## src/rtl/io_bus_arbiter.sv

```systemverilog
// Two-master IO bus arbiter: alternating priority with bounded lock ownership.
// A grant issues one single-cycle transfer; read data is returned the cycle after.
module io_bus_arbiter #(
  parameter int unsigned LOCK_MAX = 4
) (
  input  logic        clk,
  input  logic        reset,
  input  logic        m0_req,
  input  logic        m1_req,
  input  logic        m0_wr,
  input  logic        m1_wr,
  input  logic        m0_lock,
  input  logic        m1_lock,
  input  logic [31:0] m0_addr,
  input  logic [31:0] m1_addr,
  input  logic [31:0] m0_wr_data,
  input  logic [31:0] m1_wr_data,
  output logic        m0_gnt,
  output logic        m1_gnt,
  output logic        m0_rd_valid,
  output logic        m1_rd_valid,
  output logic [31:0] m0_rd_data,
  output logic [31:0] m1_rd_data,
  output logic        bus_cs,
  output logic        bus_wr,
  output logic        bus_rd,
  output logic [31:0] bus_addr,
  output logic [31:0] bus_wr_data,
  input  logic [31:0] bus_rd_data
);

  localparam int unsigned CNT_W = (LOCK_MAX < 1) ? 1 : $clog2(LOCK_MAX + 1);

  typedef enum logic {IDLE, ISSUE} state_e;

  state_e           state_q;
  logic             last_q;
  logic             sel_q;
  logic [CNT_W-1:0] lock_cnt_q;

  logic             sel_d;
  logic [CNT_W-1:0] lock_cnt_d;
  logic             last_req, last_lock, other_req, lock_ok;
  logic             wr_d;
  logic [31:0]      addr_d, wdata_d;

  // Arbitration decision, only consumed in IDLE
  always_comb begin
    last_req  = last_q ? m1_req  : m0_req;
    last_lock = last_q ? m1_lock : m0_lock;
    other_req = last_q ? m0_req  : m1_req;
    lock_ok   = last_lock && last_req && (lock_cnt_q < CNT_W'(LOCK_MAX));

    if (m0_req && m1_req) sel_d = lock_ok ? last_q : ~last_q;
    else                  sel_d = m1_req;

    lock_cnt_d = lock_cnt_q;
    if ((sel_d != last_q) || !last_lock) lock_cnt_d = '0;
    else if (other_req)                  lock_cnt_d = lock_cnt_q + CNT_W'(1);

    wr_d    = sel_d ? m1_wr      : m0_wr;
    addr_d  = sel_d ? m1_addr    : m0_addr;
    wdata_d = sel_d ? m1_wr_data : m0_wr_data;
  end

  // State, command register and all registered outputs
  always_ff @(posedge clk or posedge reset) begin
    if (reset) begin
      state_q     <= IDLE;
      last_q      <= 1'b1;
      sel_q       <= 1'b0;
      lock_cnt_q  <= '0;
      m0_gnt      <= 1'b0;
      m1_gnt      <= 1'b0;
      m0_rd_valid <= 1'b0;
      m1_rd_valid <= 1'b0;
      m0_rd_data  <= '0;
      m1_rd_data  <= '0;
      bus_cs      <= 1'b0;
      bus_wr      <= 1'b0;
      bus_rd      <= 1'b0;
      bus_addr    <= '0;
      bus_wr_data <= '0;
    end else begin
      m0_gnt      <= 1'b0;
      m1_gnt      <= 1'b0;
      m0_rd_valid <= 1'b0;
      m1_rd_valid <= 1'b0;
      bus_cs      <= 1'b0;
      bus_wr      <= 1'b0;
      bus_rd      <= 1'b0;
      case (state_q)
        IDLE: begin
          if (m0_req || m1_req) begin
            state_q     <= ISSUE;
            sel_q       <= sel_d;
            last_q      <= sel_d;
            lock_cnt_q  <= lock_cnt_d;
            bus_cs      <= 1'b1;
            bus_wr      <= wr_d;
            bus_rd      <= ~wr_d;
            bus_addr    <= addr_d;
            bus_wr_data <= wdata_d;
            m0_gnt      <= ~sel_d;
            m1_gnt      <= sel_d;
          end
        end
        ISSUE: begin
          // Requests still high here belong to the transfer just issued
          state_q <= IDLE;
          if (bus_rd) begin
            if (sel_q) begin
              m1_rd_data  <= bus_rd_data;
              m1_rd_valid <= 1'b1;
            end else begin
              m0_rd_data  <= bus_rd_data;
              m0_rd_valid <= 1'b1;
            end
          end
        end
        default: state_q <= IDLE;
      endcase
    end
  end

endmodule

```

## config.mk

```make
export PLATFORM = sky130hd
export DESIGN_NAME = io_bus_arbiter
export DESIGN_NICKNAME = d
export VERILOG_FILES = /design/src/rtl/io_bus_arbiter.sv
export SDC_FILE = /design/constraint.sdc
export NUM_CORES = 1
export LEC_CHECK = 0
export CORE_MARGIN = 3
export CORE_UTILIZATION = 41
export CTS_BUF_LIST = sky130_fd_sc_hd__clkbuf_4 sky130_fd_sc_hd__clkbuf_8
export CTS_CLUSTER_SIZE = 16
export DETAILED_ROUTE_END_ITERATION = 6
export GPL_ROUTABILITY_DRIVEN = 0
export PLACE_DENSITY_LB_ADDON = 0.05
export SLEW_MARGIN = 20
export SYNTH_ARGS = -nofsm -noshare
export SYNTH_HDL_FRONTEND = slang
export SYNTH_SLANG_ARGS = --single-unit
```

## constraint.sdc

```tcl
create_clock -name clk -period 6.1 [get_ports clk]
set_clock_uncertainty 0.05 [all_clocks]
set_input_delay 1.525 -clock clk [delete_from_list [all_inputs] [get_ports clk]]
set_output_delay 1.525 -clock clk [all_outputs]
set_load 0.02 [all_outputs]
```

* Yosys cells after proc, flatten, opt, wreduce, memory -nomap -nowiden
Cells that the tools add are included.
** Word-level totals
- Register bits after elaboration :: 141
- Input bits :: 168
- Output and inout port bits :: 135
- Word-level logic and storage cells :: 61
** Cells by class
- Add/subtract/negate cells :: 1
- Order comparisons :: 1
- Eq/ne operators :: 1
- Multiplexer cells :: 27
- Bitwise logic cells :: 5
- Reduce and logical (&&, ||, !) cells :: 11
** Operators by type and width (count)
- 2-to-1 mux 32 bit :: 2
- 2-to-1 mux 1 bit :: 22
- AND reduction 3 bit :: 3
- 2-to-1 mux 3 bit :: 2
- NOT 1 bit :: 5
- adder 3 x 1 -> 3 bit (second input constant) :: 1
- logical AND 1 bit :: 3
- less-than comparator 3 bit (second input constant) :: 1
- logical OR 1 bit :: 2
- one-hot mux 1 bit (2 select lines) :: 1
- AND reduction 2 bit :: 1
- nonzero test 2 bit :: 1
- logical NOT 1 bit :: 1
- inequality test 1 bit :: 1

* Longest topological paths before layout
Gate-level depths: netlist of run 1.
- Depth after elaboration :: 9
- Mapped depth :: 7
- Gate-level depth less buffers :: 5

* Worst setup path after synthesis of run 1
OpenSTA, ideal clock, no wires.
- Path kind :: input to register
- From :: in m0_lock
- To :: reg bus_wr_data[11]
- Library setup time :: 0.126 ns
- Arrival :: 2.465 ns
- Required time :: 5.924 ns
- Slack :: 3.460 ns
- Stages on the path :: 6
- Path buffers :: 2
- Path through :: nand2b_1 -> o221ai_2 -> buf_6 -> buf_6 -> mux2i_1 -> a21oi_1
** Between the ends
- Cells in the longest elaborated chain, start to end :: 6
** Ends and longest elaborated chain
- from (decl) :: line 12 : input logic m0_lock,
- 2-to-1 mux 1 bit :: line 50 : last_lock = last_q ? m1_lock : m0_lock;
- logical AND 1 bit (2 in series) :: line 52 : lock_ok = last_lock && last_req && (lock_cnt_q < CNT_W'(LOCK_MAX));
- 2-to-1 mux 1 bit (2 in series) :: line 54 : if (m0_req && m1_req) sel_d = lock_ok ? last_q : ~last_q;
- 2-to-1 mux 32 bit :: line 63 : wdata_d = sel_d ? m1_wr_data : m0_wr_data;
- to (signal assigned) :: line 103 : bus_wr_data <= wdata_d;
- to (decl) :: line 28 : output logic [31:0] bus_wr_data,
Every way passes these cells.
A chain may end at the register's enable or synchronous reset.

* Worst setup path in the final report of run 1
- From :: in m1_req
- To :: reg bus_wr_data[30]
** Between the ends
- Cells in the longest elaborated chain, start to end :: 6
- Elaborated cells on any way between the ends :: 9
- Classes of those cells :: 4 x mux; 5 x reduce/logical
** Ends and longest elaborated chain
- from (decl) :: line 9 : input logic m1_req,
- 2-to-1 mux 1 bit :: line 49 : last_req = last_q ? m1_req : m0_req;
- logical AND 1 bit (2 in series) :: line 52
- 2-to-1 mux 1 bit (2 in series) :: line 54
- 2-to-1 mux 32 bit :: line 63
Parallel ways exist; a longest one is shown, timed or not.

==> results of run 1 <==
-- worst reg2reg max path: stages, from the launching register on --
cell and delay, ps:
sky130_fd_sc_hd__dfrtp_1 520, sky130_fd_sc_hd__or2_2 220, sky130_fd_sc_hd__clkinv_2 750, sky130_fd_sc_hd__buf_4 620
sky130_fd_sc_hd__nor2_1 170, sky130_fd_sc_hd__a21oi_1 60
-- power by group through the flow --
stage	clock (mW)	combinational [mW]	sequential, mW
floorplan	0	0.389	1.80
global placement	0	1.61	1.42
detailed placement	0	1.63	1.43
CTS	0.785	1.64	1.42
global route	0.828	1.72	1.46
finish	0.762	1.62	1.42
-- worst paths after layout --
kind / end / slack [ps] / depth (start not counted)
setup / recovery: bus_wr_data[30] / 2410 / 7
hold / removal: m0_rd_data[30] / 420 / 2
setup reg to reg: bus_addr[12] / 3580 / 5
hold reg to reg: m0_rd_data[30] / 420 / 2
max in group asynchronous: last_q / 3290 / 3
min in group asynchronous: m1_rd_data[18] / 1600 / 2
-- synthesized netlist by cell type, types with 3 or more instances --
cell                       number
sky130_fd_sc_hd__inv_1          4
sky130_fd_sc_hd__dfrtp_1      139
sky130_fd_sc_hd__buf_6          4
sky130_fd_sc_hd__a21oi_1       68
sky130_fd_sc_hd__buf_4          3
sky130_fd_sc_hd__buf_2         14
sky130_fd_sc_hd__nand2_1       98
sky130_fd_sc_hd__mux2i_1       65
sky130_fd_sc_hd__mux2_2        32
sky130_fd_sc_hd__nor2_1        68
sky130_fd_sc_hd__clkbuf_1       9
-- metal layers --
| metal | vias up | part of all wire (%) | track usage (%) |
|---|---|---|---|
| met5 | - | 0 | 0 |
| met4 | 0 | 2.3 | 8.16 |
| met3 | 29 | 8.8 | 8.91 |
| met2 | 199 | 52 | 38.3 |
| met1 | 2294 | 37 | 24.2 |
| li1 | 2351 | - | - |
-- area by class of cell --
type                    instances  area [um^2]
clock inverters                 7         85.1
clock buffers                  25          325
flip-flops and latches        140         3500
inverters                       5         25.0
multi-input cells             351         2140
fillers                      1005         4160
repair buffers                308         3100
well taps                     176          220
-- flip-flops by register name, indices dropped and copies added (netlist names) --
name,flops
bus_addr,32
bus_cs,1
bus_rd,1
bus_wr,1
bus_wr_data,32
last_q,1
lock_cnt_q,3
m0_gnt,1
m0_rd_data,32
m0_rd_valid,1
m1_gnt,1
m1_rd_data,32
m1_rd_valid,1
sel_q,1
-- kinds of logic after synthesis --
family / Yosys count / synth area share, %
and+or+nand+nor: 178 / 12.1
buffers and inverters: 36 / 3.33
muxes: 97 / 17.4
adders and majority gates: 1 / 0.215
DFF: 140 / 60.2
AOI/OAI and AO/OA: 75 / 6.83
-- layout by cell type, fill, tap and decap left out, types with 2 or more instances in the layout --
cell type / netlist / final
sky130_fd_sc_hd__buf_4: 3 / 4
sky130_fd_sc_hd__inv_1: 4 / 2
sky130_fd_sc_hd__a21o_1: 2 / 2
sky130_fd_sc_hd__nand2b_1: 2 / 2
sky130_fd_sc_hd__clkinv_2: 0 / 6
sky130_fd_sc_hd__clkdlybuf4s50_1: 0 / 302
sky130_fd_sc_hd__dfrtp_1: 139 / 139
sky130_fd_sc_hd__clkbuf_4: 0 / 3
sky130_fd_sc_hd__a21oi_1: 68 / 68
sky130_fd_sc_hd__bufinv_16: 0 / 2
sky130_fd_sc_hd__nor2_1: 68 / 68
sky130_fd_sc_hd__clkbuf_8: 0 / 22
sky130_fd_sc_hd__and2_1: 2 / 2
sky130_fd_sc_hd__mux2i_1: 65 / 65
sky130_fd_sc_hd__mux2_2: 32 / 32
sky130_fd_sc_hd__nand2_1: 98 / 98
-- per-stage QoR --
step	hold WS [ps]	instance area (um^2)	power [mW]	cells	util [%]
2_1_floorplan	413	5820	2.19	527	-
3_3_place_gp	406	8960	3.03	979	66.1
3_5_place_dp	413	8960	3.07	979	66.1
4_1_cts	430	9370	3.84	1011	69.1
5_1_grt	452	9400	4.01	1012	69.3
6_report	421	9400	3.80	1012	69.3
==> run summary, run 1 <==
The core region area is 0.0136 mm^2. The worst hold path begins at m0_rd_data[30]. The post-synthesis cell type with the largest combined area is sky130_fd_sc_hd__dfrtp_1. The root cell of the clock tree is sky130_fd_sc_hd__clkbuf_8. Among the stages of the critical path, the cell type that occurs most often is sky130_fd_sc_hd__nor2_1. The number of antenna violations at the first check in global routing came to 0.

Net switching is 34.4% of the power. The total iterations of the first detailed-routing run is 4. The arrival time at the worst endpoint came out at 4000 ps.

The number of violations reported at the end of detailed-routing iteration 0 is 254. The part of the total power dissipated in sequential elements came out at 37.3%. The sequential-to-total area share from yosys stat is 60.2%. The detailed-route via count is 4873.

The biggest fanout along the worst timing path came out at 83. The HPWL after detailed placement is 13000 um. The floorplan die width is 125 um.

The port buffer count came out at 302. The combinational power share came out at 42.7%. The die covers 0.0157 mm^2. The die height is 125 um. The post-route netlist has 9.09% of its cells at a drive strength greater than 1. On the critical path, the stage with the largest delay is an instance of sky130_fd_sc_hd__clkinv_2. The total nets after synthesis came out at 696. The antenna diode count came out at 0. The distinct cell type count of the synthesized netlist is 31. The gate count of the mapped netlist is 527.

The maximum number of pins on one net before global-route repair is 100. The count of buffers added by post-CTS timing repair for setup came out at 0. The total of warnings raised by yosys is 0. After clock tree synthesis, the clock-pin slew on the worst setup and hold paths is 70 ps.

In the synthesized netlist the async set-or-reset flop fraction comes to 100%. The insertion delay to the later sink of the worst-skew pair came out at 430 ps. TritonCTS built the clock tree. The total of max-cap violations came out at 0. The number of remaining DRC errors is 0.

No sink is reached through more buffers than the 2 on the longest clock path. The leading register cell type out of synthesis is sky130_fd_sc_hd__dfrtp_1. The worst setup path is captured at a flip-flop. The final-report max-slew violation count was 0.

The number of clock sinks came out at 140. In this run the worst setup path begins at m1_req. The worst-case setup slack after placement came out at 1950 ps. By area the synthesized netlist is led by sky130_fd_sc_hd__dfrtp_1 (60%), sky130_fd_sc_hd__mux2i_1 (11%), sky130_fd_sc_hd__nand2_1 (6.3%). Global routing finished with a remaining overflow of 0. The analysis attributes to net switching a power of 1.31 mW. The post-cts sizing count is 0. The via count of the first global-routing pass came to 5065. The final setup TNS came out at 0 ps. The top-level I/O count is 303. The synthesized cell area is 0.00582 mm^2. The worst slew margin relative to its limit is 34.8%.

Based on the critical path, the design can be clocked at up to 271 MHz. The design internal power came out at 2.49 mW. The longest individual stage delay on the worst path is 700 ps. The final setup violation count came out at 0. The number of buffers inserted by hold repair at cts came out at 0. The flow ran to the end, and the final reports show no timing, DRC or antenna violations. The final worst setup slack is 2410 ps.

The number of clock buffers added by TritonCTS is 17. The total length of routed wires came out at 17300 um. The effective utilization at floorplan is 43.0%. The number of nets in the layout is 992.

By startpoint and endpoint, the worst setup path is classified as input port to flip-flop. The transition time at the pin with the least slew margin is 977 ps. STA classifies the critical path startpoint as an input port. The global-route wire length before repair is 26900 um.

The deepest level of the CTS H-tree came out at 4. Of the post-synthesis cell area, the dominant cell type holds 59.7%. In this run the power density over the cells is 404 mW/mm^2. The minimum clock period after layout came out at 3690 ps.

The startpoint identified for the worst register-to-register timing path is bus_cs. The final cycle utilization of the critical path is 60.4%. The static leakage came out at 4.23 nW. The site row count came out at 42. The count of buffer and inverter cells on the critical path is 3.

The synthesized design contains 140 register bits. The signed area change from the synthesized netlist to the final layout came out at 61.4%. The mean instance size in the synthesized netlist came out at 11.1 um^2. For this run, the total global-route usage over all layers was measured as 22.0%. The gate family responsible for the most delay along the worst path is buffers and inverters. The detail route stage leaves a number of antenna-violating nets equal to 0. Dividing the detail-routed via count by the number of cells gives 4.82. Setup repair after global routing left no endpoint under its margin. Dividing the detail-routed wire length by the instance count gives 17.1 um. The number of hold violations in the final report came out at 0. Counting flops with a built-in enable in the synthesized netlist gives 0. Across the VDD grid, the largest voltage drop is 0.158 mV.

The worst hold path belongs to the class flip-flop to flip-flop. Walking the worst path, the cells encountered are clkdlybuf4s50_1 -> nor2_1 -> or2_2 -> clkinv_2 -> buf_4 -> nor2_1 -> a21oi_1. The data required time at the worst endpoint is 6410 ps. The fraction of power consumed by the clock network came out at 20.1%.
(Power assumes the default switching activity.)
==> inputs of run 2 (changes only) <==
Clock period 6.1 ns to 3.5 ns, I/O delays scaled along.
==> run 2 against run 1 <==
  * Clock power grew 68%
  * First-iteration DRC count grew 16%
  * Routed wire length rose by 1.7%
  * Sequential cell count unchanged
  * Sequential power grew 74%
  * Cell count hardly changed
  * Global-route usage rose by 0.28 points
  * Critical endpoint is now bus_cs
  * Highest routed layer unchanged
==> run summary, run 2 (same netlist as run 1, synthesis figures left out) <==
In the final layout, the share of cells above drive strength 1 is 9.20%. The number of nets in the layout came out at 994. STA classifies the critical path startpoint as a flip-flop. TritonCTS built the clock tree. In the layout the commonest cells are sky130_fd_sc_hd__clkdlybuf4s50_1 (302), sky130_fd_sc_hd__dfrtp_1 (139), sky130_fd_sc_hd__nand2_1 (98). The signed area change from the synthesized netlist to the final layout came out at 61.2%. The number of buffers inserted by hold repair at cts came out at 0. Among all stages on the critical path, the largest delay is contributed by sky130_fd_sc_hd__clkdlybuf4s50_1. The analysis attributes to cell leakage a power of 4.22 nW. The biggest fanout along the worst timing path is 10. In this run the critical register-to-register path is launched from bus_cs.

The die height came out at 125 um. Based on the critical path, the design can be clocked at up to 393 MHz. Summing internal, switching and leakage power gives 6.58 mW.

The core region area is 0.0136 mm^2. The worst reg-to-reg setup slack came out at 1080 ps. The longest individual stage delay on the worst path came out at 690 ps. The root buffer cell chosen for the clock tree is sky130_fd_sc_hd__clkbuf_8. Setup repair after global routing left no endpoint under its margin. The die covers 0.0157 mm^2.

The final critical path takes up 72.7% of the cycle. The number of buffers on the longest clock path came out at 2. The top-level I/O count came out at 303. The total of max-cap violations is 0. The antenna diode count came out at 0. The count of buffers added on input and output ports is 302. The insertion delay to the later sink of the worst-skew pair is 430 ps.

The H-tree was split into 4 levels. The count of buffer and inverter cells on the critical path came out at 1. Post-CTS repair changed the size of 0 cells. The number of clock sinks is 140. The total congestion overflow is 0. Summed over all failing endpoints, the final setup total negative slack is 0 ps. The most common cell after layout, fill and taps aside is sky130_fd_sc_hd__clkdlybuf4s50_1. Broken down by cell family, the worst path's largest delay share belongs to buffers and inverters. The peak ir drop on the vdd network came out at 0.244 mV. The site row count is 42. Clock-pin slew was measured on the worst setup and hold paths at 70 ps. The total length of routed wires came out at 17600 um.

At the worst endpoint, the arrival time is 1620 ps. The number of antenna violations at the first check in global routing was 0. The worst pin sits at a relative slew slack of 33.1%. The worst reg2reg path depth is 5. The total iterations of the first detailed-routing run is 4. The worst setup path is of the flip-flop to output port kind. The floorplan step set the die width to 125 um. The detailed-route via count came out at 4992.

The global-route wire length before repair came out at 27500 um. In this run the number of cells on the critical path is 1. The worst setup path is captured at an output port. The number of remaining DRC errors is 0. The per-cell routed wire length came out at 17.4 um.

Dividing total power by cell area gives a power density of 701 mW/mm^2. Setup violations remaining at the end of the flow were counted as 0. The via count of the first global-routing pass is 5278. Counting the fill cells in the layout gives 1011. The transition time at the pin with the least slew margin came out at 998 ps.

The detailed-route vias per instance came out at 4.93. The count of buffers added by post-CTS timing repair for setup came out at 0. The maximum number of pins on one net before global-route repair came out at 87. The final instance area is 0.00939 mm^2. The data required time at the worst endpoint came out at 2570 ps. The number of clock buffers added by TritonCTS is 17. Once the floorplan was initialized, standard cells occupied 43.0% of the core. The remaining antenna violation count came out at 0.

The run finished with clean final reports. The instance area at placement came out at 0.00901 mm^2. The number of hold violations in the final report is 0. The worst hold path belongs to the class flip-flop to flip-flop.

Subtracting the final worst setup slack from the clock period gives 2550 ps. The endpoint of the most critical register-to-register path is m0_rd_data[14]. The critical path goes through clkdlybuf4s50_1.

Global routing consumed, over all layers together, 22.3% of the routing resources. The most critical setup path has its endpoint at bus_cs. The worst setup path startpoint is bus_cs. For this block, the initial DRC count from the detailed router was 295. Once detailed placement completed, the half-perimeter wirelength came to 13300 um. The final-report max-slew violation count is 0.
-- run 2: changes by cell type in the layout (fill, tap and decap cells not counted), sizes merged --
cell / previous run / this run
clkbuf: 25 / 23
clkinvlp: 0 / 2
inv: 3 / 2
buf: 6 / 8
-- run 2: cell type report --
| type | instances | area, um^2 | share of cell area [%] |
|---|---|---|---|
| Sequential cell | 140 | 3500 | 37.3 |
| Timing Repair Buffer | 310 | 3120 | 33.2 |
| Inverter | 5 | 23.8 | 0.253 |
| Clock inverter | 8 | 92.6 | 0.986 |
| Tap cell | 176 | 220 | 2.35 |
| Clock buffer | 23 | 292 | 3.10 |
| Multi-Input combinational cell | 351 | 2140 | 22.8 |
-- run 2: how the worst min path moves through the flow --
stage                               from        endpoint  slack [ps]  cells after the start
after global placement    m0_rd_data[27]  m0_rd_data[27]         410                      2
after CTS                  m0_rd_data[1]   m0_rd_data[1]         430                      2
after detailed placement   m0_rd_data[1]   m0_rd_data[1]         410                      2
after global routing      m0_rd_data[15]  m0_rd_data[15]         460                      2
after floorplan                    sel_q           sel_q         410                      1
final                      m0_rd_data[1]   m0_rd_data[1]         420                      2
-- run 2: power breakdown --
part           internal [mW]  switching [mW]
Clock                  0.692           0.588
Sequential              2.17           0.303
Combinational           1.43            1.40
-- run 2: metrics by stage --
step,utilization [%],setup slack (ps),hold WS (ps),std cells
finish,69.3,954,424,1013
global route,69.3,835,459,1013
CTS,69.3,934,431,1013
detailed placement,66.4,668,413,982
global placement,66.4,726,407,982
floorplan,-,827,413,527
-- run 2: metal layers --
metal / GRT usage, % / routed length [um] / vias to the layer above
met5: 0 / 0 / -
met4: 9.82 / 569 / 0
met2: 39.4 / 9100 / 217
li1: - / - / 2366
met3: 7.55 / 1450 / 35
met1: 24.2 / 6480 / 2374
==> inputs of run 3 (changes only) <==
Clock period 3.5 ns to 2.35 ns, I/O delays scaled along.
==> run 3 against run 2 <==
  * Sequential share of layout area is 0.31 points lower
  * Combinational power is 50% higher
  * Register-to-register slack worse by 580 ps
  * Clock-buffer cell count is 1 lower
  * Power is 46% higher
  * First-iteration DRC count is 12% lower
  * Clock power is 30% higher
  * Non-clock buffer count is 7 higher
  * Hold slack better by 1.5 ps
  * Worst setup slack worse by 870 ps
  * Design area is 0.84% higher
  * Critical path type unchanged
  * Critical endpoint unchanged
  * Largest cell class unchanged
==> run summary, run 3 (same netlist as run 1, synthesis figures left out) <==
In the routed layout, each cell is associated on average with a via count of 4.95. The port buffer count came out at 302. The library cells used most frequently in the layout, excluding fill and tap cells, are sky130_fd_sc_hd__clkdlybuf4s50_1 (302), sky130_fd_sc_hd__dfrtp_1 (139), sky130_fd_sc_hd__nand2_1 (98). The effective utilization at floorplan is 43.0%. In this design, the stage delay of the slowest critical-path cell is 690 ps. The number of remaining DRC errors is 0. The number of clock sinks is 140. The remaining antenna violation count is 0. The instance count on the critical path came out at 1. For this design, the slowest cell found on the critical path is sky130_fd_sc_hd__clkdlybuf4s50_1. The number of violations reported at the end of detailed-routing iteration 0 came out at 260.

The worst slew margin relative to its limit is 69.5%. The detailed-route via count is 5045. The final-report max-slew violation count is 0. Static timing analysis puts the maximum clock frequency at 442 MHz. The die is 125 um tall. STA classifies the critical path endpoint as an output port. Across the VDD grid, the largest voltage drop is 0.358 mV. The final instance area is 0.00947 mm^2. The total track usage is 22.2%. Together, buffers and inverters on the worst path number 1. In this run the post-CTS setup repair buffer count came out at 0. The total length of routed wires came out at 17300 um. In the finished design, the share of the clock period the worst path needs comes to 96.4%.

The number of antenna violations at the first check in global routing came to 0. The deepest level of the CTS H-tree is 4. The die area came out at 0.0157 mm^2. The final setup violation count came out at 0.

The setup path with the least slack is of type flip-flop to output port. The worst path in the final design needs a cycle of 2260 ps, including I/O delays and setup. The total iterations of the first detailed-routing run is 4. The number of nets in the layout is 1001. The biggest fanout along the worst timing path is 10. The repair_antennas step left the layout with diodes totalling 0. The HPWL reported at the end of detailed placement is 13400 um. The data required time at the worst endpoint is 1710 ps. The critical path goes through clkdlybuf4s50_1. The total of max-cap violations came out at 0. The CTS buffer count is 17. The static leakage came out at 4.26 nW.

The cell sitting at the root of the clock tree is a sky130_fd_sc_hd__clkbuf_8. The core region is 0.0136 mm^2. Leaving out fill and tap cells, the most frequent cell in the layout is sky130_fd_sc_hd__clkdlybuf4s50_1. The instance area at placement is 0.00913 mm^2. STA classifies the critical path startpoint as a flip-flop.

The worst reg2reg path depth is 4. The maximum number of pins on one net before global-route repair came out at 81. Setup repair after global routing left no endpoint under its margin.

The signed area change from the synthesized netlist to the final layout came out at 62.6%. The min-delay analysis places its worst path in the category flip-flop to flip-flop. The arrival time at the worst endpoint came out at 1630 ps. In this run, post-CTS repair resized a total of 0 instances. On the critical path the largest part of the delay comes from buffers and inverters. After clock tree synthesis, the clock-pin slew on the worst setup and hold paths is 70 ps.

The flow ran to the end, and the final reports show no timing, DRC or antenna violations. The number of buffers inserted by hold repair at cts came out at 0. For the pin with the worst max-slew slack, the measured transition is 458 ps. The global-route wire length before repair came out at 27400 um. In the final routed layout, each cell accounts on average for 17.0 um. TritonCTS built the clock tree. At the later pin of the worst-skew pair, clock insertion delay measures 420 ps.

The top-level I/O count came out at 303. The hold-critical path depth came out at 2. The floorplan die width came out at 125 um. The number of buffers on the longest clock path is 2. The design draws 9.60 mW. The number of hold violations in the final report is 0. The initialized floorplan defines 42 standard-cell rows.

In this run the power density over the cells is 1010 mW/mm^2. The total congestion overflow is 0. Of the cells placed in the final design, the portion with a size suffix greater than 1 is 9.85%.

The via count of the first global-routing pass was 5287.
## run 3: cell type report
class                      count  area, um^2
tap                          176         220
multi-input combinational    351        2140
inverter                       5        23.8
fill                        1028        4090
sequential                   140        3500
clock buffer                  22         290
timing repair buffer         317        3250
clock inverter                 8        45.0
## run 3: stage by stage
step	setup WS (ps)	std cells	utilization [%]	hold slack, ps	setup TNS [ps]
4_1_cts	62.7	1019	69.8	430	0
3_3_place_gp	37.9	989	67.4	406	0
5_1_grt	15.2	1019	69.8	449	0
6_report	85.5	1019	69.8	425	0
2_1_floorplan	-35.8	527	-	413	-4970
3_5_place_dp	-19.7	989	67.4	412	-54.3
## run 3: power breakdown
part | leakage [nW] | switching (mW) | internal (mW)
Combinational | 2.46 | 2.08 | 2.17
Clock | 0.177 | 0.846 | 0.813
Sequential | 1.62 | 0.457 | 3.23
Total | 4.26 | 3.38 | 6.22
## run 3: metal layers
layer | up-vias | routed length [um] | GRT usage, %
met5 | - | 0 | 0
met2 | 206 | 8960 | 39.0
met3 | 37 | 1470 | 7.76
li1 | 2379 | - | -
met1 | 2423 | 6280 | 24.0
met4 | 0 | 614 | 10.0
## run 3: tightest hold or removal path, stage by stage, from the launching register on
cell and delay, ps:
sky130_fd_sc_hd__dfrtp_1 340, sky130_fd_sc_hd__nand2_1 50, sky130_fd_sc_hd__nand2_1 50
## run 3: worst paths after layout
kind	from	end	slack, ps
max in group asynchronous	reset	last_q	1290
max	bus_cs	bus_cs	90
min	m0_rd_data[1]	m0_rd_data[1]	430
max reg2reg	last_q	lock_cnt_q[1]	500
min reg2reg	m0_rd_data[1]	m0_rd_data[1]	430
min in group asynchronous	reset	bus_addr[29]	590
